[src/rtl/rns_pkg.sv]
// rns_pkg: shared definitions for the RNS datapath (forward and reverse
// converters).
//   - Default base exponent RNS_N and extra power-of-two exponent RNS_P.
//   - Derived widths: operand width, fold chunk count, residue widths.
//   - Moduli constants M1..M4 for {2^N-1, 2^N+1, 2^(2N)+1, 2^(2N+P)}.
//   - FSM state enum shared by the converters.
package rns_pkg;

  localparam int RNS_N = 2;
  localparam int RNS_P = 0;

  // Operand width and number of 4N-bit fold chunks at the default N/P.
  localparam int RNS_W = 6 * RNS_N + RNS_P;
  localparam int RNS_C = (RNS_W + 4 * RNS_N - 1) / (4 * RNS_N);

  // Residue widths; R2/R3 need one extra bit because their moduli are 2^k+1.
  localparam int R1_W = RNS_N;
  localparam int R2_W = RNS_N + 1;
  localparam int R3_W = 2 * RNS_N + 1;
  localparam int R4_W = 2 * RNS_N + RNS_P;

  localparam int M1 = (1 << RNS_N) - 1;
  localparam int M2 = (1 << RNS_N) + 1;
  localparam int M3 = (1 << (2 * RNS_N)) + 1;
  localparam int M4 = 1 << (2 * RNS_N + RNS_P);

  typedef enum logic [1:0] {
    IDLE   = 2'd0,
    FOLD   = 2'd1,
    REDUCE = 2'd2,
    HOLD   = 2'd3
  } rnsState_e;

endpackage

[src/rtl/rns_residue_reduce.sv]
// rns_residue_reduce: combinational split of a value Y already reduced
// modulo 2^(4N)-1 into its three odd residues.
//   y  : 4N-bit input value
//   R1 : Y mod (2^N-1)    (N bits, never equals 2^N-1)
//   R2 : Y mod (2^N+1)    (N+1 bits, range 0..2^N)
//   R3 : Y mod (2^(2N)+1) (2N+1 bits, range 0..2^(2N))
module rns_residue_reduce
  import rns_pkg::*;
#(
  parameter int N = RNS_N
) (
  input  logic [4*N-1:0] y,
  output logic [N-1:0]   R1,
  output logic [N:0]     R2,
  output logic [2*N:0]   R3
);

  localparam logic [N+2:0]   M2C = (N+3)'((1 << N) + 1);
  localparam logic [2*N+1:0] M3C = (2*N+2)'((1 << (2 * N)) + 1);

  // R1: 2^N == 1 mod (2^N-1), so the N-bit chunks simply add. Two
  // end-around folds bring the 4-chunk sum back into N bits.
  logic [N+1:0] sum1;
  logic [N:0]   fold1;
  logic [N-1:0] fold2;

  always_comb begin
    sum1 = '0;
    for (int i = 0; i < 4; i++) begin
      sum1 = sum1 + (N+2)'(y[i*N +: N]);
    end
    fold1 = (N+1)'(sum1[N-1:0]) + (N+1)'(sum1[N+1:N]);
    fold2 = fold1[N-1:0] + N'(fold1[N]);
    // All ones is the second representation of zero.
    R1 = (fold2 == '1) ? '0 : fold2;
  end

  // R2: 2^N == -1 mod (2^N+1), so chunks alternate sign. Adding 2*M2
  // up front keeps the difference non-negative; it is then below 4*M2,
  // so at most three conditional subtractions finish the reduction.
  logic [N+2:0] posSum;
  logic [N+2:0] negSum;
  logic [N+2:0] diff2;

  always_comb begin
    posSum = (N+3)'(y[N-1:0]) + (N+3)'(y[3*N-1:2*N]) + (M2C << 1);
    negSum = (N+3)'(y[2*N-1:N]) + (N+3)'(y[4*N-1:3*N]);
    diff2  = posSum - negSum;
    for (int i = 0; i < 3; i++) begin
      if (diff2 >= M2C) diff2 = diff2 - M2C;
    end
    R2 = diff2[N:0];
  end

  // R3: 2^(2N) == -1 mod (2^(2N)+1): low half minus high half, with
  // the modulus added back when the two's-complement result is negative.
  logic [2*N+1:0] diff3;

  always_comb begin
    diff3 = {2'b00, y[2*N-1:0]} - {2'b00, y[4*N-1:2*N]};
    if (diff3[2*N+1]) diff3 = diff3 + M3C;
    R3 = diff3[2*N:0];
  end

endmodule

[src/rtl/binary_to_rns_converter.sv]
// binary_to_rns_converter: multi-cycle forward converter from a binary
// operand X to residues for {2^N-1, 2^N+1, 2^(2N)+1, 2^(2N+P)}.
// X is first folded modulo 2^(4N)-1 one 4N-bit chunk per cycle with
// end-around carry, then split into the three odd residues in one cycle.
//   clk, rst            : clock (rising edge), async active-high reset
//   in_valid/in_ready   : operand handshake, in_x is the operand
//   out_valid/out_ready : result handshake, R1..R4 are the residues
//   dbgState            : current FSM state, for observation only
//
// Handshake: a transfer happens on a rising edge where valid and ready are
// both 1. The producer keeps its data stable while valid=1 and ready=0.
// in_ready is 1 only in IDLE; out_valid and R1..R4 stay frozen in HOLD until
// out_ready=1. A new operand is only taken in IDLE, so there is always at
// least one idle cycle between results.
module binary_to_rns_converter
  import rns_pkg::*;
#(
  parameter int N = RNS_N,
  parameter int P = RNS_P
) (
  input  logic             clk,
  input  logic             rst,
  input  logic             in_valid,
  output logic             in_ready,
  input  logic [6*N+P-1:0] in_x,
  output logic             out_valid,
  input  logic             out_ready,
  output logic [N-1:0]     R1,
  output logic [N:0]       R2,
  output logic [2*N:0]     R3,
  output logic [2*N+P-1:0] R4,
  output rnsState_e        dbgState
);

  localparam int W   = 6 * N + P;
  localparam int FW  = 4 * N;
  localparam int C   = (W + FW - 1) / FW;
  localparam int CIW = (C > 1) ? $clog2(C) : 1;
  localparam int R4W = 2 * N + P;

  rnsState_e      state;
  logic [C*FW-1:0] xReg;      // operand, zero-extended to whole chunks
  logic [FW-1:0]   acc;
  logic [CIW-1:0]  chunkIdx;

  logic [FW-1:0]   chunk;
  logic [FW:0]     foldSum;
  logic [FW-1:0]   foldNext;
  logic [FW-1:0]   yCanon;
  logic [N-1:0]    redR1;
  logic [N:0]      redR2;
  logic [2*N:0]    redR3;

  always_comb begin
    chunk = '0;
    for (int i = 0; i < C; i++) begin
      if (chunkIdx == CIW'(i)) chunk = xReg[i*FW +: FW];
    end
  end

  // acc and chunk are both <= 2^(4N)-1, so when the carry is set the low
  // word is at most 2^(4N)-2 and wrapping the carry cannot overflow again.
  assign foldSum  = {1'b0, acc} + {1'b0, chunk};
  assign foldNext = foldSum[FW-1:0] + FW'(foldSum[FW]);

  // All ones and zero are the same value modulo 2^(4N)-1.
  assign yCanon = (acc == '1) ? '0 : acc;

  rns_residue_reduce #(.N(N)) uReduce (
    .y  (yCanon),
    .R1 (redR1),
    .R2 (redR2),
    .R3 (redR3)
  );

  assign dbgState = state;

  always_ff @(posedge clk or posedge rst) begin
    if (rst) begin
      state     <= IDLE;
      xReg      <= '0;
      acc       <= '0;
      chunkIdx  <= '0;
      in_ready  <= 1'b1;
      out_valid <= 1'b0;
      R1        <= '0;
      R2        <= '0;
      R3        <= '0;
      R4        <= '0;
    end else begin
      case (state)
        IDLE: begin
          if (in_valid) begin
            xReg     <= (C*FW)'(in_x);
            acc      <= '0;
            chunkIdx <= '0;
            // The power-of-two residue is just the low bits of X.
            R4       <= in_x[R4W-1:0];
            in_ready <= 1'b0;
            state    <= FOLD;
          end
        end
        FOLD: begin
          acc      <= foldNext;
          chunkIdx <= chunkIdx + CIW'(1);
          if (chunkIdx == CIW'(C - 1)) state <= REDUCE;
        end
        REDUCE: begin
          R1        <= redR1;
          R2        <= redR2;
          R3        <= redR3;
          out_valid <= 1'b1;
          state     <= HOLD;
        end
        HOLD: begin
          if (out_ready) begin
            out_valid <= 1'b0;
            in_ready  <= 1'b1;
            state     <= IDLE;
          end
        end
        default: begin
          state     <= IDLE;
          in_ready  <= 1'b1;
          out_valid <= 1'b0;
        end
      endcase
    end
  end

endmodule

[config.mk]
export PLATFORM = sky130hd
export DESIGN_NAME = binary_to_rns_converter
export DESIGN_NICKNAME = d
export VERILOG_FILES = /design/src/rtl/rns_pkg.sv /design/src/rtl/rns_residue_reduce.sv /design/src/rtl/binary_to_rns_converter.sv
export SDC_FILE = /design/constraint.sdc
export NUM_CORES = 1
export LEC_CHECK = 0
export CAP_MARGIN = 20
export CORE_MARGIN = 2
export CORE_UTILIZATION = 34
export DETAILED_ROUTE_END_ITERATION = 6
export SLEW_MARGIN = 0
export SYNTH_ARGS = -nofsm -noshare
export SYNTH_HDL_FRONTEND = slang
export SYNTH_SLANG_ARGS = --single-unit
[constraint.sdc]
create_clock -name clk -period 5.6 [get_ports clk]
set_input_delay 1.68 -clock clk [delete_from_list [all_inputs] [get_ports clk]]
set_output_delay 1.68 -clock clk [all_outputs]
set_load 0.01 [all_outputs]
==> results of run 1 <==
==> repair_timing <==
action / CTS / global route
gates resized for setup: 0 / 6
buffers inserted: 0 / 10
endpoints found under the setup margin: 0 / 3
endpoints found under the hold margin: 0 / 0
==> cells in the final DEF (no fill, tap or decap), drive strengths merged, types with 14 or more instances in the layout <==
master	netlist	layout
mux2	17	17
a21oi	22	22
o21ai	18	18
inv	44	44
ha	34	34
buf	9	14
nand2	23	23
nor2	20	20
dfrtp	34	34
clkdlybuf4s50	0	33
==> worst paths after layout <==
check / start / endpoint / slack [ns]
worst max-delay path: acc[0] / R2[0] / 0.26
max in group asynchronous: rst / acc[1] / 3.46
worst min register to register: xReg[10] / xReg[10] / 0.50
min in group asynchronous: rst / out_valid / 1.80
worst min-delay path: xReg[10] / xReg[10] / 0.50
worst max register to register: acc[0] / R2[0] / 0.26
==> state kept, by name (all words and copies together) (netlist names) <==
name / flops
R1: 2
R2: 3
R3: 5
R4: 3
acc: 8
chunkIdx: 1
dbgState: 2
in_ready: 1
out_valid: 1
xReg: 9
==> worst max-delay path: cells and delay by family, from the launching register on <==
family	cells	cell delay (ns)
AO/OA/AOI/OAI	6	1.49
flip-flops	1	0.41
AND/OR/NAND/NOR	7	1.11
adder cells (fa/ha/maj)	6	1.86
buffers and inverters	4	0.35
==> cell type report <==
| cell class | instances | share of cell area (%) |
|---|---|---|
| clock buffers | 6 | 1.946 |
| repair buffers | 48 | 11.81 |
| clock inverters | 2 | 0.3355 |
| multi-input cells | 246 | 54.31 |
| inverters | 44 | 4.428 |
| well taps | 108 | 3.623 |
| flip-flops and latches | 35 | 23.55 |
==> per-layer routing <==
layer	GRT usage [%]	share of wire [%]	vias to the layer above
li1	-	-	1239
met1	18.48	48	1168
met2	23.08	47	56
met3	2.507	3.5	8
met4	4.847	1.5	0
met5	0	0	-
==> cells by family after synthesis <==
kind of cell	count (synthesis)	synth area share, %
AOI/OAI and AO/OA	74	16.74
xor gates and xnor gates	19	6.007
adders and majority gates	44	20.02
buffers and inverters	56	7.809
DFF	35	28.07
muxes	19	6.768
and+or+nand+nor	90	14.58
==> metrics by stage <==
| stage | instances | hold slack, ns | utilization, % |
|---|---|---|---|
| floorplan | 337 | 0.4712 | - |
| global placement | 471 | 0.4810 | 40.30 |
| detailed placement | 471 | 0.4895 | 40.30 |
| CTS | 479 | 0.5095 | 41.26 |
| global route | 489 | 0.5280 | 42.36 |
| finish | 489 | 0.5043 | 42.36 |
==> metrics.txt, run 1 <==
# TYPE chip_impl_metric gauge
chip_impl_info{name="status",value="complete, no violations"} 1
chip_impl_metric{name="critical_path_arrival",unit="ns"} 5.51
chip_impl_metric{name="setup_slack_after_layout",unit="ns"} 0.2629
chip_impl_metric{name="antenna_violating_nets_post_route",unit=""} 0
chip_impl_info{name="min_path_type",value="reg -> reg"} 1
chip_impl_metric{name="critical_path_peak_fanout",unit=""} 8
chip_impl_metric{name="synth_nets",unit=""} 397
chip_impl_metric{name="i_o_pins",unit=""} 34
chip_impl_metric{name="seq_area_frac_synth",unit="%"} 28.07
chip_impl_metric{name="port-buffer-count",unit=""} 33
chip_impl_metric{name="layout_worst_path_cycle_share",unit="%"} 95.31
chip_impl_metric{name="drt_iter0_drc",unit=""} 84
chip_impl_metric{name="synthCells",unit=""} 337
chip_impl_metric{name="number_of_antenna_violations_at_the_first_check_in_global_routing",unit=""} 0
chip_impl_metric{name="placed_wire_length_estimate_after_detailed_placement",unit="um"} 5056
chip_impl_metric{name="netlist.area_leader.share",unit="%"} 27.23
chip_impl_metric{name="route.detailed.wl_per_inst",unit="um"} 13.38
chip_impl_metric{name="initial_core_util",unit="%"} 35.48
chip_impl_info{name="grt_setup_unrepaired",value="false"} 1
chip_impl_metric{name="design.final.nets",unit=""} 440
chip_impl_metric{name="post-place-ws",unit="ns"} 0.07416
chip_impl_metric{name="design.core.area",unit="um2"} 8806
chip_impl_metric{name="mappedNetlistArea",unit="um2"} 3124
chip_impl_metric{name="worst_pin_slew",unit="ns"} 0.8041
chip_impl_info{name="cts_tree",value="yes"} 1
chip_impl_metric{name="pin_count_of_the_biggest_net_entering_global_routing",unit=""} 36
chip_impl_metric{name="fp.dieArea",unit="um2"} 9972
chip_impl_metric{name="num_antenna_cells",unit=""} 0
chip_impl_metric{name="max_cap_viol_count",unit=""} 0
chip_impl_metric{name="worst_skew_late_latency",unit="ns"} 0.29
chip_impl_info{name="cp-end-kind",value="flop"} 1
chip_impl_metric{name="first_global_vias",unit=""} 2560
chip_impl_metric{name="die_h",unit="um"} 99.86
chip_impl_metric{name="tns",unit="ns"} 0
chip_impl_info{name="post-synth-top-count-cell",value="sky130_fd_sc_hd__inv_1"} 1
chip_impl_metric{name="post_synth.cell_area_avg",unit="um2"} 9.271
chip_impl_metric{name="fmaxAchievable",unit="GHz"} 0.1874
chip_impl_metric{name="detail_route.vias_per_cell",unit=""} 5.053
chip_impl_metric{name="synth_enable_flop_cells",unit=""} 0
chip_impl_info{name="synth_top_flop_cell",value="sky130_fd_sc_hd__dfrtp_1"} 1
chip_impl_metric{name="regArea",unit="um2"} 878.3
chip_impl_metric{name="wirelength",unit="um"} 6543
chip_impl_metric{name="layout-area-overhead-vs-synth",unit="%"} 19.38
chip_impl_metric{name="critical_path.max_stage_delay",unit="ns"} 0.48
chip_impl_metric{name="grt.total_usage",unit="%"} 13.96
chip_impl_metric{name="cts.htree.levels",unit=""} 2
chip_impl_info{name="post_synth_main_area_contributors",value="sky130_fd_sc_hd__dfrtp_1, sky130_fd_sc_hd__ha_1, sky130_fd_sc_hd__fa_1"} 1
chip_impl_metric{name="vias",unit=""} 2471
chip_impl_metric{name="globalRouteOverflowTotal",unit=""} 0
chip_impl_metric{name="drt_pre_antenna_iters",unit=""} 4
chip_impl_metric{name="wire_length_of_the_first_global_routing_pass",unit="um"} 11450
chip_impl_metric{name="synth.distinct_cells",unit=""} 57
chip_impl_info{name="yosysTopAreaCell",value="sky130_fd_sc_hd__dfrtp_1"} 1
chip_impl_metric{name="timing.final.hold_violations",unit=""} 0
chip_impl_metric{name="core.rowCount",unit=""} 34
chip_impl_metric{name="numCtsBuffers",unit=""} 5
chip_impl_metric{name="cts-hold-fix-buffers",unit=""} 0
chip_impl_metric{name="final.fill_count",unit=""} 843
chip_impl_metric{name="hold_path_depth",unit=""} 1
chip_impl_metric{name="layout.cell_area.non_filler",unit="um2"} 3730
chip_impl_metric{name="die_x",unit="um"} 99.86
chip_impl_metric{name="cts_num_sinks",unit=""} 35
chip_impl_metric{name="fin_crit",unit="ns"} 5.337
chip_impl_metric{name="remaining_drc_errors",unit=""} 0
chip_impl_metric{name="cts.clk_slew.worst_paths",unit="ns"} 0.08
chip_impl_info{name="timing_worst_setup_path_type",value="reg -> reg"} 1
chip_impl_metric{name="maxSlewViolCount",unit=""} 0
chip_impl_info{name="synth.top_cells.by_count",value="sky130_fd_sc_hd__inv_1, sky130_fd_sc_hd__dfrtp_1, sky130_fd_sc_hd__ha_1"} 1
chip_impl_metric{name="dpl_cell_area",unit="um2"} 3548
chip_impl_metric{name="finalSetupViolations",unit=""} 0
chip_impl_metric{name="clock-skew-final",unit="ns"} 0.005206
chip_impl_metric{name="r2r.worst_path.cells",unit=""} 23
chip_impl_metric{name="cp_data_required_time",unit="ns"} 5.78
chip_impl_info{name="worstPathCellList",value="nand4_1 -> or2_4 -> and2_1 -> ha_1 -> fa_1 -> inv_1 -> ha_1 -> inv_1 -> ha_2 -> inv_1 -> fa_2 -> buf_4 -> nor2b_1 -> a221o_1 -> a21o_1 -> o21ai_1 -> nand3b_1 -> and3_1 -> ha_1 -> a311o_1 -> a31oi_2 -> nand2_1 -> a221o_1"} 1
chip_impl_info{name="cts_root_buffer",value="sky130_fd_sc_hd__clkbuf_8"} 1
chip_impl_metric{name="ys_ff_latch",unit=""} 35
chip_impl_metric{name="async_reset_ff_share",unit="%"} 100.0
chip_impl_metric{name="synth-warning-count",unit=""} 0
chip_impl_info{name="worst_path_cell_with_the_longest_stage_delay",value="sky130_fd_sc_hd__fa_2"} 1
chip_impl_metric{name="multi_input_comb_area",unit="um2"} 2026
chip_impl_metric{name="worst_slew_margin_rel",unit="%"} 44.86
chip_impl_info{name="cp-start-kind",value="flop"} 1
chip_impl_metric{name="layout-drive-gt1-share",unit="%"} 14.44
chip_impl_metric{name="max-clock-path-buffers",unit=""} 2
chip_impl_metric{name="globalplace.congestion",unit=""} 0.8402
Power of run 1 is left out: the tool's default activity adds up to more than one toggle a clock period on the data nets, which glitch-free logic cannot reach.
==> run 2, diff against run 1 <==
--- a/config.mk
+++ b/config.mk
@@ -7,9 +7,11 @@
 export LEC_CHECK = 0
 export CAP_MARGIN = 20
 export CORE_MARGIN = 2
-export CORE_UTILIZATION = 34
+export CORE_UTILIZATION = 52
 export DETAILED_ROUTE_END_ITERATION = 6
+export PLACE_DENSITY = 0.77
 export SLEW_MARGIN = 0
 export SYNTH_ARGS = -nofsm -noshare
 export SYNTH_HDL_FRONTEND = slang
+export SYNTH_HIERARCHICAL = 1
 export SYNTH_SLANG_ARGS = --single-unit
==> metrics.txt, run 2 <==
# TYPE chip_impl_metric gauge
chip_impl_metric{name="wire_length_of_the_first_global_routing_pass",unit="um"} 9873
chip_impl_metric{name="globalRouteOverflowTotal",unit=""} 0
chip_impl_metric{name="synthCells",unit=""} 313
chip_impl_metric{name="critical_path_peak_fanout",unit=""} 8
chip_impl_info{name="largestRegisters",value="xReg: 9 flops, acc: 8 flops, R3: 5 flops"} 1
chip_impl_metric{name="die_x",unit="um"} 80.75
chip_impl_info{name="synth.top_cells.by_count",value="sky130_fd_sc_hd__dfrtp_1, sky130_fd_sc_hd__ha_1, sky130_fd_sc_hd__inv_1"} 1
chip_impl_metric{name="num_antenna_cells",unit=""} 0
chip_impl_info{name="grt_setup_unrepaired",value="false"} 1
chip_impl_metric{name="first_global_vias",unit=""} 2277
chip_impl_metric{name="port-buffer-count",unit=""} 33
chip_impl_metric{name="r2r.worst_path.cells",unit=""} 20
chip_impl_info{name="worst_path_cell_with_the_longest_stage_delay",value="sky130_fd_sc_hd__fa_1"} 1
chip_impl_metric{name="design.core.area",unit="um2"} 5608
chip_impl_metric{name="placed_wire_length_estimate_after_detailed_placement",unit="um"} 4731
chip_impl_metric{name="antenna_violating_nets_post_route",unit=""} 0
chip_impl_metric{name="drt_pre_antenna_iters",unit=""} 4
chip_impl_metric{name="fp.dieArea",unit="um2"} 6521
chip_impl_info{name="holdCritStartpoint",value="xReg[5]"} 1
chip_impl_info{name="layout_commonest_cell",value="sky130_fd_sc_hd__dfrtp_1"} 1
chip_impl_info{name="register_ranked_first_by_flip_flop_count",value="xReg"} 1
chip_impl_metric{name="remaining_drc_errors",unit=""} 0
chip_impl_metric{name="initial_core_util",unit="%"} 54.62
chip_impl_metric{name="max-clock-path-buffers",unit=""} 2
chip_impl_metric{name="core.rowCount",unit=""} 27
chip_impl_metric{name="worst_slew_margin_rel",unit="%"} 50.14
chip_impl_metric{name="hold_path_depth",unit=""} 1
chip_impl_metric{name="synth.distinct_cells",unit=""} 58
chip_impl_metric{name="synth_enable_flop_cells",unit=""} 0
chip_impl_metric{name="seq_area_frac_synth",unit="%"} 28.64
chip_impl_info{name="rr_endpoint",value="R2[0]"} 1
chip_impl_metric{name="netlist.area_leader.share",unit="%"} 27.78
chip_impl_metric{name="cts.htree.levels",unit=""} 2
chip_impl_metric{name="clock-skew-final",unit="ns"} 0.01039
chip_impl_metric{name="setup_slack_after_layout",unit="ns"} 0.5071
chip_impl_metric{name="detail_route.vias_per_cell",unit=""} 5.493
chip_impl_metric{name="number_of_antenna_violations_at_the_first_check_in_global_routing",unit=""} 0
chip_impl_metric{name="post_synth.cell_area_avg",unit="um2"} 9.786
chip_impl_metric{name="layout-area-overhead-vs-synth",unit="%"} 16.22
chip_impl_info{name="min_path_type",value="reg -> reg"} 1
chip_impl_metric{name="max_cap_viol_count",unit=""} 0
chip_impl_metric{name="cts_num_sinks",unit=""} 35
chip_impl_metric{name="fin_crit",unit="ns"} 5.093
chip_impl_metric{name="dpl_cell_area",unit="um2"} 3453
chip_impl_metric{name="cp_data_required_time",unit="ns"} 5.83
chip_impl_metric{name="pin_count_of_the_biggest_net_entering_global_routing",unit=""} 36
chip_impl_info{name="cp-start-kind",value="flop"} 1
chip_impl_info{name="rr_startpoint",value="acc[1]"} 1
chip_impl_metric{name="tns",unit="ns"} 0
chip_impl_metric{name="cts.clk_slew.worst_paths",unit="ns"} 0.08
chip_impl_metric{name="maxSlewViolCount",unit=""} 0
chip_impl_info{name="critical-path-top-delay-family",value="adder cells"} 1
chip_impl_metric{name="synth-warning-count",unit=""} 6
chip_impl_metric{name="post-place-ws",unit="ns"} 0.4462
chip_impl_metric{name="layout_worst_path_cycle_share",unit="%"} 90.95
chip_impl_metric{name="fmaxAchievable",unit="GHz"} 0.1964
chip_impl_info{name="post-synth-top-count-cell",value="sky130_fd_sc_hd__dfrtp_1"} 1
chip_impl_metric{name="vias",unit=""} 2307
chip_impl_metric{name="timing.final.hold_violations",unit=""} 0
chip_impl_info{name="post_synth_main_area_contributors",value="sky130_fd_sc_hd__dfrtp_1, sky130_fd_sc_hd__ha_1, sky130_fd_sc_hd__mux2_2"} 1
chip_impl_metric{name="count_of_buffering_cells_on_the_critical_path_with_inverters_included",unit=""} 4
chip_impl_info{name="yosysTopAreaCell",value="sky130_fd_sc_hd__dfrtp_1"} 1
chip_impl_info{name="worstPathCellList",value="nand4_1 -> nor2_2 -> nor2b_1 -> inv_1 -> fa_1 -> inv_1 -> fa_1 -> inv_1 -> ha_1 -> fa_1 -> xnor2_1 -> a21boi_0 -> o21a_1 -> and4_2 -> o31ai_2 -> ha_1 -> inv_1 -> a21o_2 -> a31oi_1 -> mux2_2"} 1
chip_impl_metric{name="cts-hold-fix-buffers",unit=""} 0
chip_impl_info{name="cts_root_buffer",value="sky130_fd_sc_hd__clkbuf_8"} 1
chip_impl_metric{name="largest_register_ffs",unit=""} 9
chip_impl_metric{name="post_cts_resize_count",unit=""} 0
chip_impl_info{name="synth_top_flop_cell",value="sky130_fd_sc_hd__dfrtp_1"} 1
chip_impl_metric{name="worst_pin_slew",unit="ns"} 0.7272
chip_impl_metric{name="final.fill_count",unit=""} 469
chip_impl_metric{name="mappedNetlistArea",unit="um2"} 3063
chip_impl_metric{name="globalplace.congestion",unit=""} 0.8579
chip_impl_metric{name="number_of_setup_buffers_added_after_cts",unit=""} 0
chip_impl_info{name="worstHoldEndpoint",value="xReg[5]"} 1
chip_impl_metric{name="design.final.nets",unit=""} 407
chip_impl_metric{name="drt_iter0_drc",unit=""} 144
chip_impl_metric{name="finalSetupViolations",unit=""} 0
chip_impl_metric{name="route.detailed.wl_per_inst",unit="um"} 13.76
chip_impl_metric{name="grt.total_usage",unit="%"} 19.43
chip_impl_metric{name="layout.cell_area.non_filler",unit="um2"} 3560
chip_impl_info{name="status",value="complete, no violations"} 1
chip_impl_metric{name="numCtsBuffers",unit=""} 5
chip_impl_metric{name="i_o_pins",unit=""} 34
chip_impl_metric{name="critical_path_arrival",unit="ns"} 5.32
chip_impl_metric{name="reg2reg_slack",unit="ns"} 0.51
chip_impl_metric{name="synth_nets",unit=""} 373
chip_impl_metric{name="critical_path.max_stage_delay",unit="ns"} 0.51
chip_impl_metric{name="async_reset_ff_share",unit="%"} 100.0
chip_impl_metric{name="layout-drive-gt1-share",unit="%"} 16.09
chip_impl_info{name="mostFrequentLayoutCells",value="sky130_fd_sc_hd__dfrtp_1, sky130_fd_sc_hd__ha_1, sky130_fd_sc_hd__clkdlybuf4s50_1"} 1
chip_impl_metric{name="worst_skew_late_latency",unit="ns"} 0.29
chip_impl_metric{name="wirelength",unit="um"} 5779
chip_impl_info{name="timing_worst_setup_path_type",value="reg -> reg"} 1
chip_impl_info{name="cts_tree",value="yes"} 1
chip_impl_info{name="cp-end-kind",value="flop"} 1
chip_impl_metric{name="ys_ff_latch",unit=""} 35
chip_impl_info{name="crit_top_cell",value="sky130_fd_sc_hd__inv_1"} 1
chip_impl_metric{name="die_h",unit="um"} 80.75
==> run 2: metrics by stage <==
step	hold WS, ns	util [%]	instances
global route	0.5154	63.48	420
floorplan	0.4712	-	313
detailed placement	0.4851	61.58	412
CTS	0.5014	63.43	420
finish	0.4987	63.48	420
global placement	0.4821	61.58	412
==> run 2: layer usage <==
metal  track usage (%)  up-vias  share of wire [%]
li1                  -     1166                  -
met2             35.42       44                 51
met1             23.03     1090                 44
met5                 0        -                  0
met4             4.915        0               0.81
met3             4.556        7                3.8
==> run 2: worst max path at each step <==
| stage | start | end | slack [ns] | depth (start not counted) |
|---|---|---|---|---|
| final | acc[1] | R2[0] | 0.51 | 20 |
| after global routing | acc[1] | R2[0] | 0.07 | 20 |
| after CTS | acc[1] | R2[2] | 0.39 | 18 |
| after detailed placement | acc[5] | R2[2] | 0.45 | 18 |
| after global placement | acc[1] | R2[1] | 0.48 | 18 |
| after floorplan | acc[1] | R2[1] | 0.83 | 18 |
==> run 2: area by class of cell <==
class,count,area [um2],share of cell area [%]
Multi-Input combinational cell,238,2023,56.84
Inverter,32,120.1,3.374
Tap cell,72,90.09,2.531
Clock buffer,7,96.34,2.707
Sequential cell,35,877.1,24.64
Timing Repair Buffer,35,345.3,9.701
Clock inverter,1,7.507,0.2109
==> run 2: worst register-to-register path, cell delays in order, from the launching register on <==
cell and delay (ns):
sky130_fd_sc_hd__dfrtp_1 0.45, sky130_fd_sc_hd__nand4_1 0.15, sky130_fd_sc_hd__nor2_2 0.09, sky130_fd_sc_hd__nor2b_1 0.27, sky130_fd_sc_hd__inv_1 0.14, sky130_fd_sc_hd__fa_1 0.51, sky130_fd_sc_hd__inv_1 0.05, sky130_fd_sc_hd__fa_1 0.49
sky130_fd_sc_hd__inv_1 0.04, sky130_fd_sc_hd__ha_1 0.23, sky130_fd_sc_hd__fa_1 0.43, sky130_fd_sc_hd__xnor2_1 0.37, sky130_fd_sc_hd__a21boi_0 0.16, sky130_fd_sc_hd__o21a_1 0.25, sky130_fd_sc_hd__and4_2 0.23, sky130_fd_sc_hd__o31ai_2 0.37
sky130_fd_sc_hd__ha_1 0.26, sky130_fd_sc_hd__inv_1 0.05, sky130_fd_sc_hd__a21o_2 0.18, sky130_fd_sc_hd__a31oi_1 0.15, sky130_fd_sc_hd__mux2_2 0.16
==> run 2: cell families after synthesis <==
logic type | Yosys count | synth area share [%]
multiplexers | 28 | 10.25
XOR/XNOR | 18 | 5.638
flip-flops | 35 | 28.64
AND/OR/NAND/NOR | 84 | 14.95
buffers and inverters | 40 | 5.393
adder cells (fa/ha/maj) | 44 | 20.67
AO/OA/AOI/OAI | 64 | 14.46
Power of run 2 is left out for the same reason.
==> run 3, diff against run 2 <==
--- a/config.mk
+++ b/config.mk
@@ -6,7 +6,6 @@
 export NUM_CORES = 1
 export LEC_CHECK = 0
 export CAP_MARGIN = 20
-export CORE_MARGIN = 2
 export CORE_UTILIZATION = 52
 export DETAILED_ROUTE_END_ITERATION = 6
 export PLACE_DENSITY = 0.77
==> metrics.txt, run 3 (synthesis results as in run 2) <==
# TYPE chip_impl_metric gauge
chip_impl_info{name="status",value="complete, no violations"} 1
chip_impl_metric{name="drt_iter0_drc",unit=""} 156
chip_impl_info{name="cp-end-kind",value="flop"} 1
chip_impl_metric{name="remaining_drc_errors",unit=""} 0
chip_impl_metric{name="fp.dieArea",unit="um2"} 6202
chip_impl_metric{name="layout_worst_path_cycle_share",unit="%"} 93.16
chip_impl_metric{name="cts-hold-fix-buffers",unit=""} 0
chip_impl_metric{name="post_cts_resize_count",unit=""} 0
chip_impl_metric{name="hold-worst-slack",unit="ns"} 0.5020
chip_impl_metric{name="worst_slew_margin_rel",unit="%"} 51.82
chip_impl_info{name="cp-start-kind",value="flop"} 1
chip_impl_metric{name="critical_path_peak_fanout",unit=""} 8
chip_impl_metric{name="tns",unit="ns"} 0
chip_impl_metric{name="fmaxAchievable",unit="GHz"} 0.1917
chip_impl_info{name="cts_tree",value="yes"} 1
chip_impl_info{name="timing_worst_setup_path_type",value="reg -> reg"} 1
chip_impl_metric{name="worst_skew_late_latency",unit="ns"} 0.29
chip_impl_metric{name="grt.total_usage",unit="%"} 21.02
chip_impl_metric{name="clock-skew-final",unit="ns"} 0.01013
chip_impl_metric{name="die_h",unit="um"} 78.75
chip_impl_metric{name="detail_route.vias_per_cell",unit=""} 5.610
chip_impl_metric{name="largest_register_ffs",unit=""} 9
chip_impl_metric{name="max-clock-path-buffers",unit=""} 2
chip_impl_metric{name="design.core.area",unit="um2"} 5608
chip_impl_info{name="layout_commonest_cell",value="sky130_fd_sc_hd__dfrtp_1"} 1
chip_impl_info{name="grt_setup_unrepaired",value="false"} 1
chip_impl_metric{name="antenna_violating_nets_post_route",unit=""} 0
chip_impl_metric{name="design.final.nets",unit=""} 407
chip_impl_info{name="worstHoldEndpoint",value="xReg[4]"} 1
chip_impl_metric{name="layout-area-overhead-vs-synth",unit="%"} 16.42
chip_impl_metric{name="die_x",unit="um"} 78.75
chip_impl_metric{name="core.rowCount",unit=""} 27
chip_impl_info{name="min_path_type",value="reg -> reg"} 1
chip_impl_metric{name="cp_data_required_time",unit="ns"} 5.77
chip_impl_metric{name="globalRouteOverflowTotal",unit=""} 0
chip_impl_metric{name="initial_core_util",unit="%"} 54.62
chip_impl_metric{name="number_of_setup_buffers_added_after_cts",unit=""} 0
chip_impl_metric{name="numCtsBuffers",unit=""} 5
chip_impl_metric{name="placed_wire_length_estimate_after_detailed_placement",unit="um"} 4752
chip_impl_metric{name="fin_crit",unit="ns"} 5.217
chip_impl_metric{name="cts.htree.levels",unit=""} 2
chip_impl_metric{name="wirelength",unit="um"} 5946
chip_impl_metric{name="r2r.worst_path.cells",unit=""} 18
chip_impl_metric{name="first_global_vias",unit=""} 2298
chip_impl_metric{name="hold_path_depth",unit=""} 1
chip_impl_info{name="largestRegisters",value="xReg: 9 flops, acc: 8 flops, R3: 5 flops"} 1
chip_impl_metric{name="number_of_antenna_violations_at_the_first_check_in_global_routing",unit=""} 0
chip_impl_metric{name="post-place-ws",unit="ns"} 0.4194
chip_impl_info{name="register_ranked_first_by_flip_flop_count",value="xReg"} 1
chip_impl_info{name="holdCritStartpoint",value="xReg[4]"} 1
chip_impl_metric{name="layout-drive-gt1-share",unit="%"} 15.80
chip_impl_metric{name="cts_num_sinks",unit=""} 35
chip_impl_metric{name="vias",unit=""} 2356
chip_impl_info{name="mostFrequentLayoutCells",value="sky130_fd_sc_hd__dfrtp_1, sky130_fd_sc_hd__ha_1, sky130_fd_sc_hd__clkdlybuf4s50_1"} 1
chip_impl_metric{name="timing.final.hold_violations",unit=""} 0
chip_impl_metric{name="port-buffer-count",unit=""} 33
chip_impl_metric{name="setup_slack_after_layout",unit="ns"} 0.3833
chip_impl_info{name="rr_startpoint",value="acc[1]"} 1
chip_impl_metric{name="finalSetupViolations",unit=""} 0
chip_impl_metric{name="cts.clk_slew.worst_paths",unit="ns"} 0.08
chip_impl_metric{name="pin_count_of_the_biggest_net_entering_global_routing",unit=""} 36
chip_impl_metric{name="worst_pin_slew",unit="ns"} 0.7026
chip_impl_metric{name="i_o_pins",unit=""} 34
chip_impl_metric{name="critical_path_arrival",unit="ns"} 5.38
chip_impl_metric{name="drt_pre_antenna_iters",unit=""} 5
chip_impl_metric{name="wire_length_of_the_first_global_routing_pass",unit="um"} 10210
chip_impl_info{name="cts_root_buffer",value="sky130_fd_sc_hd__clkbuf_8"} 1
chip_impl_metric{name="num_antenna_cells",unit=""} 0
chip_impl_metric{name="reg2reg_slack",unit="ns"} 0.38
chip_impl_metric{name="maxSlewViolCount",unit=""} 0
chip_impl_metric{name="globalplace.congestion",unit=""} 0.8425
chip_impl_metric{name="route.detailed.wl_per_inst",unit="um"} 14.16
chip_impl_info{name="rr_endpoint",value="R2[2]"} 1
chip_impl_metric{name="max_cap_viol_count",unit=""} 0
[run 3: metrics by stage]
stage	instances	util [%]	area, um2
floorplan	313	-	3063
global placement	412	61.58	3453
detailed placement	412	61.58	3453
CTS	420	63.59	3566
global route	420	63.59	3566
finish	420	63.59	3566
[run 3: critical path, cell delays in order, from the launching register on]
cell,delay [ns]
sky130_fd_sc_hd__dfrtp_1,0.45
sky130_fd_sc_hd__nand4_1,0.11
sky130_fd_sc_hd__nor2_1,0.34
sky130_fd_sc_hd__nor2b_1,0.22
sky130_fd_sc_hd__fa_1,0.57
sky130_fd_sc_hd__inv_1,0.05
sky130_fd_sc_hd__fa_1,0.49
sky130_fd_sc_hd__inv_1,0.04
sky130_fd_sc_hd__ha_1,0.23
sky130_fd_sc_hd__fa_1,0.43
sky130_fd_sc_hd__xnor2_1,0.39
sky130_fd_sc_hd__a21boi_0,0.16
sky130_fd_sc_hd__o21a_1,0.24
sky130_fd_sc_hd__and4_2,0.23
sky130_fd_sc_hd__o31ai_2,0.36
sky130_fd_sc_hd__ha_1,0.25
sky130_fd_sc_hd__or3_1,0.12
sky130_fd_sc_hd__o221ai_1,0.11
sky130_fd_sc_hd__mux2_2,0.30
[run 3: how the worst max path moves through the flow]
stage / end / from / slack (ns)
2_1_floorplan: R2[1] / acc[1] / 0.83
3_3_place_gp: R2[1] / acc[1] / 0.48
3_5_place_dp: R2[2] / acc[1] / 0.42
4_1_cts: R2[2] / acc[1] / 0.39
5_1_grt: R2[2] / acc[1] / 0.02
6_report: R2[2] / acc[1] / 0.38
[run 3: area by class of cell]
type                            instances  area, um2
Tap cell                               72      90.09
Multi-Input combinational cell        238       2021
Clock inverter                          3      43.79
Inverter                               32      120.1
Clock buffer                            5      68.82
Fill cell                             455       2042
Timing Repair Buffer                   35      345.3
Sequential cell                        35      877.1
[run 3: per-layer routing]
layer  track usage, %  vias to the layer above  wire length (um)
met5                0                        -                 0
met3            4.023                       10               218
met4            5.556                        0                82
met1            25.26                     1124              2569
met2            38.17                       56              3075
li1                 -                     1166                 -
Power of run 3 is left out for the same reason.
